[src/rtl/inst_loader_pkg.sv]
// Shared definitions for the boot-time instruction loader.
// Latency: n/a (types and constants only).
// Backpressure: n/a.
package inst_loader_pkg;

  // FSM state encoding
  localparam logic [2:0] S_IDLE   = 3'd0;
  localparam logic [2:0] S_LEN_HI = 3'd1;
  localparam logic [2:0] S_LEN_LO = 3'd2;
  localparam logic [2:0] S_DATA   = 3'd3;
  localparam logic [2:0] S_CSUM   = 3'd4;
  localparam logic [2:0] S_DONE   = 3'd5;
  localparam logic [2:0] S_ERROR  = 3'd6;

  typedef enum logic [2:0] {
    ST_IDLE   = S_IDLE,
    ST_LEN_HI = S_LEN_HI,
    ST_LEN_LO = S_LEN_LO,
    ST_DATA   = S_DATA,
    ST_CSUM   = S_CSUM,
    ST_DONE   = S_DONE,
    ST_ERROR  = S_ERROR
  } state_t;

  // Frame field constants
  localparam int unsigned HDR_BYTES      = 2;  // LEN_HI, LEN_LO
  localparam int unsigned BYTES_PER_WORD = 4;  // big-endian instruction word

endpackage

[src/rtl/inst_loader_word_assembler.sv]
// Packs four consecutive stream bytes (MSB first) into a 32-bit word.
// Latency: word_valid pulses one cycle after the 4th byte is accepted.
// Backpressure: none; the parent only asserts byte_en on an accepted byte.
//
// Ports:
//   clock, reset    - clock and synchronous active-high reset
//   clear           - restart at byte 0 of a word (start of a new load)
//   byte_en/byte_in - one accepted stream byte
//   last_byte       - the next accepted byte completes a word
//   word_valid/word - registered assembled word, valid for one cycle
module inst_loader_word_assembler
  import inst_loader_pkg::*;
(
  input  logic        clock,
  input  logic        reset,
  input  logic        clear,
  input  logic        byte_en,
  input  logic [7:0]  byte_in,
  output logic        last_byte,
  output logic        word_valid,
  output logic [31:0] word
);

  logic [1:0]  byte_cnt;
  logic [23:0] shreg;

  assign last_byte = (byte_cnt == 2'(BYTES_PER_WORD - 1));

  always_ff @(posedge clock) begin
    if (reset) begin
      byte_cnt   <= 2'd0;
      shreg      <= 24'd0;
      word_valid <= 1'b0;
      word       <= 32'd0;
    end else begin
      word_valid <= 1'b0;
      if (clear) begin
        byte_cnt <= 2'd0;
        shreg    <= 24'd0;
      end else if (byte_en) begin
        shreg    <= {shreg[15:0], byte_in};
        // 2-bit counter wraps 3 -> 0 on its own at the word boundary
        byte_cnt <= byte_cnt + 2'd1;
        if (last_byte) begin
          word_valid <= 1'b1;
          word       <= {shreg, byte_in};
        end
      end
    end
  end

endmodule

[src/rtl/inst_loader.sv]
// Boot loader: parses LEN_HI, LEN_LO, 4*N payload bytes, CSUM and writes instruction memory.
// Latency: memory write one cycle after a word's 4th byte; done/error one cycle after CSUM.
// Backpressure: byte_ready is high in every streaming state, so one byte per clock is sustained.
//
// Ports:
//   clock, reset                  - clock and synchronous active-high reset
//   load_start                    - begin a load (only from IDLE, DONE or ERROR)
//   byte_valid/byte_data/byte_ready - framed byte stream
//   mem_we/mem_addr/mem_wdata     - instruction memory write port (byte address)
//   cpu_reset, done, error        - load status; CPU held in reset until a good load
//   words_loaded                  - words written by the current or last load
module inst_loader
  import inst_loader_pkg::*;
#(
  parameter int ADDR_WIDTH = 8
)
(
  input  logic                  clock,
  input  logic                  reset,
  input  logic                  load_start,
  input  logic                  byte_valid,
  input  logic [7:0]            byte_data,
  output logic                  byte_ready,
  output logic                  mem_we,
  output logic [31:0]           mem_addr,
  output logic [31:0]           mem_wdata,
  output logic                  cpu_reset,
  output logic                  done,
  output logic                  error,
  output logic [ADDR_WIDTH:0]   words_loaded
);

  localparam int LW = 8 * HDR_BYTES;  // length field width
  localparam logic [LW:0]         MAX_WORDS = (LW + 1)'(1) << ADDR_WIDTH;
  localparam logic [ADDR_WIDTH:0] ONE       = (ADDR_WIDTH + 1)'(1);

  state_t state, state_nxt;

  logic [7:0]          len_hi;
  logic [7:0]          csum;
  logic [ADDR_WIDTH:0] words_left;  // words still to be assembled
  logic [LW-1:0]       len_word;
  logic [LW:0]         len_ext;
  logic                start;
  logic                data_xfer;
  logic                asm_last;
  logic                asm_vld;
  logic [31:0]         asm_word;

  assign len_word  = {len_hi, byte_data};
  assign len_ext   = {1'b0, len_word};
  assign data_xfer = byte_valid && (state == ST_DATA);

  inst_loader_word_assembler u_asm (
    .clock      (clock),
    .reset      (reset),
    .clear      (start),
    .byte_en    (data_xfer),
    .byte_in    (byte_data),
    .last_byte  (asm_last),
    .word_valid (asm_vld),
    .word       (asm_word)
  );

  // The write address is the pre-increment word index; words_loaded
  // advances at the end of the write cycle.
  assign mem_we    = asm_vld;
  assign mem_wdata = asm_word;
  assign mem_addr  = 32'(words_loaded[ADDR_WIDTH-1:0]) * BYTES_PER_WORD;

  always_comb begin
    state_nxt  = state;
    byte_ready = 1'b0;
    start      = 1'b0;
    case (state)
      ST_IDLE, ST_DONE, ST_ERROR: begin
        if (load_start) begin
          start     = 1'b1;
          state_nxt = ST_LEN_HI;
        end
      end
      ST_LEN_HI: begin
        byte_ready = 1'b1;
        if (byte_valid) state_nxt = ST_LEN_LO;
      end
      ST_LEN_LO: begin
        byte_ready = 1'b1;
        if (byte_valid) begin
          if (len_ext > MAX_WORDS)    state_nxt = ST_ERROR;
          else if (len_word == '0)    state_nxt = ST_CSUM;
          else                        state_nxt = ST_DATA;
        end
      end
      ST_DATA: begin
        byte_ready = 1'b1;
        if (byte_valid && asm_last && (words_left == ONE)) state_nxt = ST_CSUM;
      end
      ST_CSUM: begin
        byte_ready = 1'b1;
        if (byte_valid) state_nxt = (byte_data == csum) ? ST_DONE : ST_ERROR;
      end
      default: state_nxt = ST_IDLE;
    endcase
  end

  always_ff @(posedge clock) begin
    if (reset) begin
      state        <= ST_IDLE;
      len_hi       <= 8'd0;
      csum         <= 8'd0;
      words_left   <= '0;
      words_loaded <= '0;
      cpu_reset    <= 1'b1;
      done         <= 1'b0;
      error        <= 1'b0;
    end else begin
      state <= state_nxt;

      if (start) begin
        csum         <= 8'd0;
        words_loaded <= '0;
        done         <= 1'b0;
        error        <= 1'b0;
        cpu_reset    <= 1'b1;
      end

      if (state == ST_LEN_HI && byte_valid) len_hi <= byte_data;
      if (state == ST_LEN_LO && byte_valid) words_left <= len_word[ADDR_WIDTH:0];

      if (data_xfer) begin
        csum <= csum ^ byte_data;
        if (asm_last) words_left <= words_left - ONE;
      end

      if (asm_vld) words_loaded <= words_loaded + ONE;

      // Status flags are raised on entry into the terminal states.
      if (state != ST_DONE && state_nxt == ST_DONE) begin
        done      <= 1'b1;
        cpu_reset <= 1'b0;
      end
      if (state != ST_ERROR && state_nxt == ST_ERROR) error <= 1'b1;
    end
  end

endmodule
[config.mk]
export PLATFORM = sky130hd
export DESIGN_NAME = inst_loader
export DESIGN_NICKNAME = d
export VERILOG_FILES = /design/src/rtl/inst_loader_pkg.sv /design/src/rtl/inst_loader_word_assembler.sv /design/src/rtl/inst_loader.sv
export SDC_FILE = /design/constraint.sdc
export NUM_CORES = 1
export LEC_CHECK = 0
export CORE_UTILIZATION = 54
export CTS_BUF_LIST = sky130_fd_sc_hd__clkbuf_4
export DETAILED_ROUTE_END_ITERATION = 10
export PLACE_DENSITY = 0.9
export SYNTH_ARGS = -nofsm -noshare
export SYNTH_HDL_FRONTEND = slang
export SYNTH_HIERARCHICAL = 1
export SYNTH_SLANG_ARGS = --single-unit
[constraint.sdc]
create_clock -name clock -period 2.3 [get_ports clock]
set_input_delay 0.46 -clock clock [delete_from_list [all_inputs] [get_ports clock]]
set_output_delay 0.46 -clock clock [all_outputs]
set_load 0.005 [all_outputs]
-- Word-level counts from Yosys, hierarchy flattened
Cells that the tools add are included.
W data, S select, Z words.
- bits in registers: 99
- input port bits: 12
- word-level logic and storage cells: 75
- add/sub/neg operators: 3
- order comparisons: 1
- equality and inequality tests: 13
- mux-type cells: 25
- bitwise operators: 3
- reductions and logical operators: 18
- operators by type and width (cell ; number):
    $mux W9 ; 5
    $mux W3 ; 7
    $gt A16 B9 Y1 const B ; 1
    $logic_not A16 Y1 ; 1
    $mux W8 ; 2
    $eq A3 B3 Y1 const B ; 5
    $pmux W3 S5 ; 1
    $add A9 B1 Y9 const B ; 1
    $eq A9 B1 Y1 const B ; 1
    $mux W1 ; 9
    $sub A9 B1 Y9 const B ; 1
    $eq A8 B8 Y1 ; 1
    $reduce_bool A2 Y1 ; 4
    $xor A8 B8 Y8 ; 1
    $logic_and A1 B1 Y1 ; 7
    $eq A3 B2 Y1 const B ; 2
    $ne A3 B3 Y1 const B ; 2
    $reduce_or A3 Y1 ; 2
    $reduce_or A4 Y1 ; 1
    $eq A3 B1 Y1 const B ; 1
    $logic_not A3 Y1 ; 1
    $reduce_and A3 Y1 ; 1
    $add A2 B1 Y2 const B ; 1
    $eq A2 B2 Y1 const B ; 1
    other kinds (3) ; 4

-- Logic depth before layout (Yosys ltp)
Gate-level depths: netlist (run 1).
- depth in word-level cells: 8
- mapped depth: 9
- depth with buffers taken out: 8

-- By module
Netlist (run 1), hierarchy kept.
- modules (own cells, without submodules) (module ; instances ; cells an instance ; area each (um^2) ; seq. area each (um^2)):
    inst_loader_word_assembler ; 1 ; 229 ; 2401.1 ; 1181.1
    inst_loader ; 1 ; 301 ; 2381.0 ; 800.8

-- Least setup slack after synthesis (run 1)
No wires, ideal clock.
- path kind: input-to-reg
- start point: input port byte_valid
- end point: register u_asm.word[0]
- arrival: 1.944 ns
- required time: 2.228 ns
- path slack: 0.284 ns
- stages on the path: 9
- cell sequence: and2b_1 nand3_2 inv_2 clkbuf_1 buf_6 and3b_1 buf_6 buf_6 mux2i_1
- word-level cells in the longest chain between the ends: 2
- RTL lines (item ; RTL line ; source):
    start: declaration ; inst_loader.sv:21 ; input logic byte_valid,
    $logic_and A1 B1 Y1 ; inst_loader.sv:52 ; assign data_xfer = byte_valid && (state == ST_DATA);
    via data_xfer ; inst_loader.sv:45 ; logic data_xfer;
    $reduce_and A3 Y1 (no line) ; -- ;
    end signal: assignment ; inst_loader_word_assembler.sv:46 ; word <= {shreg, byte_in};
    end: declaration ; inst_loader_word_assembler.sv:21 ; output logic [31:0] word
The timed path passes the listed nets, and every way through them passes these cells.
A chain may end at the register's enable or synchronous reset.

-- Final worst setup path (run 1)
- start point: register state[1]
- end point: output port byte_ready
- word-level cells in the longest chain between the ends: 3
- RTL lines (item ; RTL line ; source):
    start: declaration ; inst_loader.sv:37 ; state_t state, state_nxt;
    start signal: assignment ; inst_loader.sv:117 ; state <= state_nxt;
    $eq A3 B2 Y1 (tied with other cells) ; inst_loader.sv:75 ; case (state)
    $reduce_or A4 Y1 (no line) * ; -- ;
    $mux W1 * ; inst_loader.sv:75 ;
    end: declaration ; inst_loader.sv:23 ; output logic byte_ready,
Mark *: on every way between the ends. The rest lies on a longest branch, timed or not.

==> impl_results.md, run 1 <==
* Antenna violations before repair at 0
* Area of the multi-input gates at 2470 um2
* Post-CTS repair timing setup buffer count at 0
* Clk sinks at 99
* Fin area at 5700 um2
* Core footprint at 8380 um2
* ANT cells at 0
* Net switching power at 0.000764 W
* Post-layout minimum cycle time at 2.22 ns
* Port Buf Inserts at 65
* Syn Inst Count at 530
* CP arrival at 1.76 ns
* Hold Violations, Final at 0
* Number of synthesized register bits at 99
* Initial DRC count at 166
* Most common cell after layout, fill and taps aside: dfxtp_1
* Fin crit share at 0.967
* CTS buffer count at 9
* Reg-to-Reg Start: words_left[3]$_SDFF_PP0_
* GRT Overall Usage at 0.245
* Sw frac at 0.242
* DRT antenna net count at 0
* Hpwl dp at 7.71 mm
* CTS root buffer: clkbuf_4
* Io pins at 90
* Crit path max fanout at 9
* First-pass GRT wire length at 17.4 mm
* Die width at 96.1 um
* RSZ-0062 raised after global routing: no
* Max-cap violations at 0
* Post-synthesis sequential area ratio at 0.414
* H-tree depth at 3
* Largest net degree at the start of global routing at 44
* Final Util at 0.680
* DR vias/cell at 5.45
* Area share of the largest cell type after synthesis at 0.414
* Number of flops mapped to enable cells by yosys at 0
* Clk network pwr share at 0.367
* DRC at 0
* Top cell type by total area after synthesis: dfxtp_1
* Sequential power share at 0.551
* Rows at 33
* VDD IR max at 347 uV
* Fill cells at 660
* FMAX at 0.449 GHz
* Synth top area cells: dfxtp_1, mux2i_1, nand2b_1
* Setup crit end kind: output port
* Top_reg_cell synth: dfxtp_1
* CP Class: reg -> out
* Die Ht at 96.1 um
* Worst-skew pair later-pin latency at 0.43 ns
* Final WL at 11.0 mm
* Avg Cell Area, Syn at 9.02 um2
* Die Area at 9240 um2
* Reg clk slew, reported paths at 0.15 ns
* Routed vias at 3868
* Area post-placement at 5500 um2
* Crit start category: register
* Yosys warns at 6
* Critical-path top delay cell: clkdlybuf4s50_1
* Least-Margin Pin Slew at 0.513 ns
* Int Pwr at 0.00240 W
* Max Slew Vio Count at 0
* Yosys cell types at 53
* Global placer's final weighted congestion at 0.920
* Status: complete, no violations
* Area taken by flip-flops and latches at 1990 um2
* Vias in the first global route at 3668
* Setup TNS at 0 ns
* CP Cell Sequence: buf_4 -> nor2_2 -> xnor2_1 -> clkdlybuf4s50_1
* Starting Density at 0.571
* Slowest stage delay, CP at 0.53 ns
* Gate power share at 0.082
* GR Overflow Total at 0
* Power density over the cells at 554 nW/um2
* Routed len/inst at 15.5 um
* Synth-to-Final Area Change at 19.3%
* Leak at 1.98 nW
* Syn Std Cell Area at 4780 um2
* Final net count at 616
* Worst setup endpoint: byte_ready
* Max Root-Sink Buffers at 2
* Slew HR at 0.658
* Async set or reset register ratio after synthesis at 0
* CTS tree: yes
* Worst EP required at 1.84 ns
* Setup-failing EPs final at 0
* Final Skew at 0.0122 ns
* Share of cells above drive strength 1 at 0.106
* Total power at 0.00316 W
* HP Class: in -> reg
* Crit path from: state[1]$_SDFF_PP0_
* Pre-Repair DR Iteration Count at 5
* Reg2Reg Capture Point: error$_SDFFE_PP0P_
* R2r setup slk at 0.12 ns
* Reg2reg path depth at 6
* Commonest cells after routing, fill and taps aside: dfxtp_1, nand2b_1, nor2_1
==> state kept, by name, indices dropped and copies added, names as in the netlist <==
name,count
u_asm/word,32
done,1
state,3
len_hi,8
u_asm/shreg,24
words_left,9
cpu_reset,1
u_asm/word_valid,1
u_asm/byte_cnt,2
words_loaded,9
error,1
csum,8
==> cells by family after synthesis <==
group	synth area share
buf+inv	0.0874
other cells	0.000784
fa+ha+maj	0.0105
simple gates	0.248
mux	0.119
flops	0.414
xor+xnor	0.0293
compound gates	0.0900
==> metal layers <==
layer,vias up,global-route usage,part of all wire
met5,-,0,0
met4,0,0.102,0.024
met3,24,0.0450,0.061
met2,146,0.411,0.47
met1,1810,0.306,0.44
li1,1888,-,-
==> timing repair <==
item,4_1_cts,5_1_grt
hold buffers,0,0
endpoints found under the setup margin,1,1
resized for setup,2,3
==> layout make-up <==
cell class	count	share of cell area
Clock inverter	7	0.0215
Clock buffer	9	0.0118
Tap cell	105	0.0230
Multi-Input combinational cell	387	0.434
Timing Repair Buffer	97	0.158
Inverter	6	0.00395
Sequential cell	99	0.349
==> worst max-delay path, delay by kind of cell, from the launching register on <==
family	cells	cell delay, ns
xor gates and xnor gates	1	0.13
buffers and inverters	2	0.70
DFF	1	0.40
and+or+nand+nor	1	0.10
==> cells in the mapped netlist, drive strengths merged, types with 2 or more instances <==
cell    instances
a211oi          4
a21o            2
a21oi          23
a221oi          3
a222oi          2
a311oi          6
a31oi           2
and2            2
and3            2
and3b           3
buf            44
clkbuf         17
dfxtp          99
ha              4
inv             6
mux2i          57
nand2          34
nand2b         69
nand3           8
nand3b         10
nand4           2
nor2           66
nor3            2
nor3b           4
nor4            6
o21ai          16
o21bai          3
o221ai          2
or2             2
or3             2
or4             3
xnor2          11
xor2            5
==> power groups by stage <==
stage          clock (W)  sequential (W)  combinational, W
6_report         0.00116         0.00174          0.000259
5_1_grt          0.00125         0.00175          0.000282
4_1_cts          0.00118         0.00174          0.000254
3_5_place_dp           0         0.00178          0.000253
3_3_place_gp           0         0.00178          0.000246
2_1_floorplan          0         0.00177          0.000178
==> metrics by stage <==
step	hold WS [ns]	instances	worst slack, ns
global route	0.387	710	0.000911
global placement	0.438	694	-0.0901
CTS	0.366	710	0.0286
finish	0.396	710	0.0753
detailed placement	0.454	694	-0.143
floorplan	0.431	553	0.284
==> how the worst min path moves through the flow <==
| stage | slack [ns] | end | startpoint | depth (start not counted) |
|---|---|---|---|---|
| 6_report | 0.40 | state[1]$_SDFF_PP0_ | reset | 3 |
| 3_3_place_gp | 0.44 | len_hi[7]$_SDFFE_PP0P_ | len_hi[7]$_SDFFE_PP0P_ | 2 |
| 2_1_floorplan | 0.43 | len_hi[7]$_SDFFE_PP0P_ | len_hi[7]$_SDFFE_PP0P_ | 2 |
| 3_5_place_dp | 0.45 | len_hi[6]$_SDFFE_PP0P_ | len_hi[6]$_SDFFE_PP0P_ | 2 |
| 5_1_grt | 0.39 | state[1]$_SDFF_PP0_ | reset | 3 |
| 4_1_cts | 0.37 | state[1]$_SDFF_PP0_ | reset | 3 |
Note: power is estimated with default switching activity, not from simulation.
==> run 2: changes to the inputs <==
ABC_CLOCK_PERIOD_IN_PS = 2300   (was unset)
CORE_UTILIZATION = 50   (was 54)
PLACE_DENSITY = 0.85   (was 0.9)
==> run 2 against run 1 <==
Net effect:
- power is 8.6% lower
- critical endpoint unchanged
- sequential share of layout area is 0.072 points higher
- global-route usage is 2.5 points lower
==> impl_results.md, run 2 (synthesized netlist as in run 1, its figures left out) <==
* Largest register FFs at 32 (unchanged)
* Final net count at 617 (+0.16%)
* DRT antenna net count at 0 (unchanged)
* Status: complete, no violations
* Sequential power share at 0.603 (+0.052)
* Die Ht at 99.8 um (+3.8%)
* Crit path max fanout at 11 (+2)
* Die width at 99.8 um (+3.8%)
* Pre-Repair DR Iteration Count at 5 (unchanged)
* Largest net degree at the start of global routing at 57 (+30%)
* FMAX at 0.457 GHz (+1.8%)
* Initial DRC count at 251 (+51%)
* Slew HR at 0.659 (+0.00110)
* HP Class: in -> reg
* Max-cap violations at 0 (unchanged)
* VDD IR max at 313 uV (-9.8%)
* GRT Overall Usage at 0.219 (-0.0251)
* ANT cells at 0 (unchanged)
* Fin crit share at 0.950 (-0.0168)
* DR vias/cell at 5.26 (-3.4%)
* Routed vias at 3858 (-0.26%)
* Post-layout minimum cycle time at 2.19 ns (-0.0387 ns)
* Antenna violations before repair at 0 (unchanged)
* Io pins at 90 (unchanged)
* Top reg by flops: u_asm/word
* Clk network pwr share at 0.310 (-0.057)
* Power density over the cells at 509 nW/um2 (-8.2%)
* Clk sinks at 99 (unchanged)
* H-tree depth at 3 (unchanged)
* GR Overflow Total at 0 (unchanged)
* Rows at 35 (+6.1%)
* Reg clk slew, reported paths at 0.16 ns (about the same)
* Worst hold margin at 0.330 ns (-0.0653 ns)
* Max Root-Sink Buffers at 2 (unchanged)
* Least-Margin Pin Slew at 0.512 ns (-0.00164 ns)
* Setup-failing EPs final at 0 (unchanged)
* Sw frac at 0.253 (+0.0111)
* CTS buffer count at 9 (unchanged)
* Setup TNS at 0 ns (unchanged)
* Share of cells above drive strength 1 at 0.101 (-0.00479)
* Net switching power at 0.000731 W (-4.4%)
* RSZ-0062 raised after global routing: no
* Critical-path top delay cell: dfxtp_1
* Area post-placement at 5550 um2 (+0.91%)
* Worst-skew pair later-pin latency at 0.44 ns (about the same)
* Leak at 1.96 nW (-1.0%)
* Int Pwr at 0.00216 W (-9.9%)
* Slowest stage delay, CP at 0.56 ns (+0.03 ns)
* Max Slew Vio Count at 0 (unchanged)
* Hpwl dp at 7.47 mm (-3.1%)
* Top Registers: u_asm/word x32, u_asm/shreg x24
* Die Area at 9960 um2 (+7.8%)
* Gate power share at 0.088 (+0.006)
* Post-placement setup slack at -0.174 ns (-0.0302 ns)
* CP Cell Sequence: nor2_1 -> xnor2_1 -> clkdlybuf4s50_1
* Final WL at 10.6 mm (-3.2%)
* First-pass GRT wire length at 17.6 mm (+1.1%)
* Placed Cells at 719 (+3.6%)
* Synth-to-Final Area Change at 18.8%
* Most common cell after layout, fill and taps aside: dfxtp_1
* Final Skew at 0.0248 ns (+0.0126 ns)
* CTS tree: yes
* Crit start category: register
* Routed len/inst at 14.5 um (-6.2%)
* Worst EP required at 1.84 ns (about the same)
* CTS Hold Bufs at 0 (unchanged)
* CTS root buffer: clkbuf_4
* Setup crit end kind: output port
* Vias in the first global route at 3780 (+3.1%)
* Starting Density at 0.518 (-0.0530)
* Core footprint at 9240 um2 (+10%)
* Final std cells w/o fill at 733 (+3.2%)
* Post-CTS repair timing setup buffer count at 0 (unchanged)
* PnR worst setup slack at 0.114 ns (+0.0387 ns)
* DRC at 0 (unchanged)
* Fin area at 5680 um2 (-0.39%)
* CP arrival at 1.73 ns (-0.03 ns)
* Global placer's final weighted congestion at 0.928 (+0.90%)
* Port Buf Inserts at 65 (unchanged)
* CP Class: reg -> out
* Hold Violations, Final at 0 (unchanged)
* Commonest cells after routing, fill and taps aside: dfxtp_1, nand2b_1, nor2_1
-- run 2: timing repair --
action,in CTS,in global routing
gates resized for setup,0,2
endpoints found under the hold margin,0,0
endpoints found under the setup margin,0,1
-- run 2: worst max-delay path, delay by kind of cell (launching register included) --
| family | cells | cell delay [ns] |
|---|---|---|
| xor+xnor | 1 | 0.14 |
| buf+inv | 1 | 0.52 |
| flops | 1 | 0.56 |
| simple gates | 1 | 0.09 |
-- run 2: metrics by stage --
step            util  power [W]
2_1_floorplan      -    0.00195
3_3_place_gp   0.601    0.00203
3_5_place_dp   0.601    0.00203
4_1_cts        0.614    0.00292
5_1_grt        0.615    0.00301
6_report       0.615    0.00289
-- run 2: layout make-up --
class / instances / area [um2]
inverter: 6 / 22.5
sequential: 99 / 1980
clock buffer: 9 / 67.6
fill: 776 / 3560
timing repair buffer: 98 / 918
clock inverter: 5 / 56.3
multi-input combinational: 387 / 2470
tap: 129 / 161
-- run 2: power by group through the flow --
| stage | sequential, W | combinational, W | clock, W |
|---|---|---|---|
| 2_1_floorplan | 0.00177 | 0.000178 | 0 |
| 3_3_place_gp | 0.00178 | 0.000248 | 0 |
| 3_5_place_dp | 0.00178 | 0.000252 | 0 |
| 4_1_cts | 0.00174 | 0.000253 | 0.000922 |
| 5_1_grt | 0.00175 | 0.000278 | 0.000985 |
| 6_report | 0.00174 | 0.000253 | 0.000895 |
-- run 2: path summary, 6_finish.rpt --
path | start | to | slack [ns] | cells past startpoint
hold reg to reg | u_asm/shreg[20]$_SDFFE_PP0P_ | u_asm/word[28]$_SDFFE_PP0P_ | 0.47 | 2
hold / removal | reset | words_loaded[2]$_SDFFE_PP0P_ | 0.33 | 2
setup / recovery | state[1]$_SDFF_PP0_ | byte_ready | 0.11 | 3
setup reg to reg | words_left[3]$_SDFF_PP0_ | error$_SDFFE_PP0P_ | 0.27 | 7
-- run 2: routing by layer --
metal	routed length (um)	GRT usage
met1	4640	0.275
met2	5220	0.378
met5	0	0
met4	160	0.0826
met3	606	0.0383
==> run 3: changes to the inputs <==
ABC_CLOCK_PERIOD_IN_PS = 2200   (was 2300)
RECOVER_POWER = 25   (was unset)
SKIP_CTS_REPAIR_TIMING = 1   (was unset)
clock period = 2.2 ns   (was 2.3 ns; I/O delays follow)
==> run 3 against run 2 <==
Net effect:
- critical path depth up 4
- hold slack improved by 0.020 ns
- global-route usage is 0.22 points lower
- sequential share of layout area fell by 0.40 points
- critical endpoint is now state[0]$_SDFF_PP0_
==> impl_results.md, run 3 (synthesized netlist as in run 1, its figures left out) <==
* Status: complete, no violations
* Setup-failing EPs final at 0 (unchanged)
* Crit path max fanout at 6 (-5)
* Global placer's final weighted congestion at 0.898 (-3.3%)
* Reg2reg path depth at 7 (unchanged)
* Hold Crit Depth at 2 (unchanged)
* RSZ-0062 raised after global routing: no
* Pre-Repair DR Iteration Count at 5 (unchanged)
* Hold Violations, Final at 0 (unchanged)
* Final WL at 10.5 mm (-1.6%)
* Rows at 35 (unchanged)
* Area post-placement at 5580 um2 (+0.41%)
* H-tree depth at 3 (unchanged)
* CP arrival at 2.36 ns (+0.63 ns)
* Worst EP required at 2.53 ns (+0.69 ns)
* Critical-path top delay cell: or4_4
* Fin area at 5750 um2 (+1.3%)
* Routed vias at 3845 (-0.34%)
* Final net count at 620 (+0.49%)
* Top reg by flops: u_asm/word
* DRC at 0 (unchanged)
* Least-Margin Pin Slew at 0.506 ns (-0.00554 ns)
* Largest register FFs at 32 (unchanged)
* Crit-path leading delay family: simple AND/OR/NAND/NOR gates
* CTS tree: yes
* Die Area at 9960 um2 (unchanged)
* Die Ht at 99.8 um (unchanged)
* Io pins at 90 (unchanged)
* First-pass GRT wire length at 17.1 mm (-2.5%)
* Max-cap violations at 0 (unchanged)
* Core footprint at 9240 um2 (unchanged)
* GR Overflow Total at 0 (unchanged)
* Setup crit end kind: register
* Max Root-Sink Buffers at 2 (unchanged)
* Synth-to-Final Area Change at 20.3%
* Final Skew at 0.0147 ns (-0.0101 ns)
* Share of cells above drive strength 1 at 0.0985 (-0.00247)
* Reg clk slew, reported paths at 0.15 ns (about the same)
* ANT cells at 0 (unchanged)
* Setup TNS at 0 ns (unchanged)
* Power density over the cells at 574 nW/um2 (+13%)
* Antenna violations before repair at 0 (unchanged)
* Post-layout minimum cycle time at 2.04 ns
* Clk sinks at 99 (unchanged)
* DR vias/cell at 5.21 (-1.0%)
* Final Util at 0.623 (+0.00799)
* Routed len/inst at 14.2 um (-2.2%)
* Post-placement setup slack at -0.204 ns (-0.0307 ns)
* Most common cell after layout, fill and taps aside: dfxtp_1
* CTS root buffer: clkbuf_4
* CP Cell Sequence: or4_4 -> nor4_4 -> buf_4 -> o221ai_2 -> a31oi_1 -> o21ai_1 -> nor3b_2
* PnR worst setup slack at 0.164 ns (+0.0503 ns)
* Leak at 2.06 nW (+5.3%)
* Slowest stage delay, CP at 0.58 ns (+0.02 ns)
* FMAX at 0.491 GHz
* Starting Density at 0.518 (unchanged)
* Crit start category: register
* Total power at 0.00330 W (+14%)
* Max Slew Vio Count at 0 (unchanged)
* Worst path bufs/invs at 1 (unchanged)
* Commonest cells after routing, fill and taps aside: dfxtp_1, nand2b_1, nor2_1
* Port Buf Inserts at 65 (unchanged)
* Initial DRC count at 189 (-25%)
* GRT Overall Usage at 0.217 (-0.00223)
* CP Class: reg -> reg
* Largest net degree at the start of global routing at 91 (+60%)
* HP Class: in -> reg
* Top Registers: u_asm/word x32, u_asm/shreg x24
* CTS buffer count at 9 (unchanged)
* Worst-skew pair later-pin latency at 0.44 ns (about the same)
* CP Depth at 7 (+4)
* VDD IR max at 306 uV (-2.4%)
* Vias in the first global route at 3572 (-5.5%)
* Fin crit share at 0.925
* Slew HR at 0.663 (+0.00369)
* DRT antenna net count at 0 (unchanged)
* Hpwl dp at 7.32 mm (-1.9%)
* Die width at 99.8 um (unchanged)
==> run 3: changes by cell type in the layout (fill, tap and decap cells not counted), sizes merged <==
cell           previous run  this run
clkinvlp                  1         0
dlymetal6s2s              0         1
clkinv                    3         2
bufinv                    1         3
inv                       6         8
clkdlybuf4s50            64        45
buf                      34        33
clkbuf                    9        13
dlygate4sd3               0        18
==> run 3: worst paths after layout <==
path	start	endpoint	slack, ns
min reg2reg	len_hi[6]$_SDFFE_PP0P_	len_hi[6]$_SDFFE_PP0P_	0.46
min	reset	done$_SDFFE_PP0P_	0.35
max reg2reg	words_left[3]$_SDFF_PP0_	state[0]$_SDFF_PP0_	0.16
max	words_left[3]$_SDFF_PP0_	state[0]$_SDFF_PP0_	0.16
==> run 3: layout make-up <==
class	instances	area, um2
Inverter	6	22.5
Tap cell	129	161
Clock inverter	7	123
Fill cell	770	3490
Clock buffer	9	67.6
Multi-Input combinational cell	387	2460
Timing Repair Buffer	101	928
Sequential cell	99	1990
==> run 3: per-layer routing <==
| layer | vias up | GRT usage | wire [um] |
|---|---|---|---|
| met2 | 124 | 0.351 | 4940 |
| met4 | 0 | 0.0848 | 129 |
| met1 | 1822 | 0.295 | 4960 |
| met5 | - | 0 | 0 |
| met3 | 10 | 0.0292 | 427 |
| li1 | 1889 | - | - |
==> run 3: power breakdown <==
group	total, W	switching, W	internal [W]
clock network	0.00122	0.000632	0.000587
logic	0.000266	0.000150	0.000116
registers	0.00182	0.0000129	0.00181
total	0.00330	0.000795	0.00251
==> run 3: through the flow <==
step,hold slack (ns),std cells
after floorplan,0.431,553
after global placement,0.437,722
after detailed placement,0.442,722
after CTS,0.316,738
after global routing,0.328,738
final,0.350,738
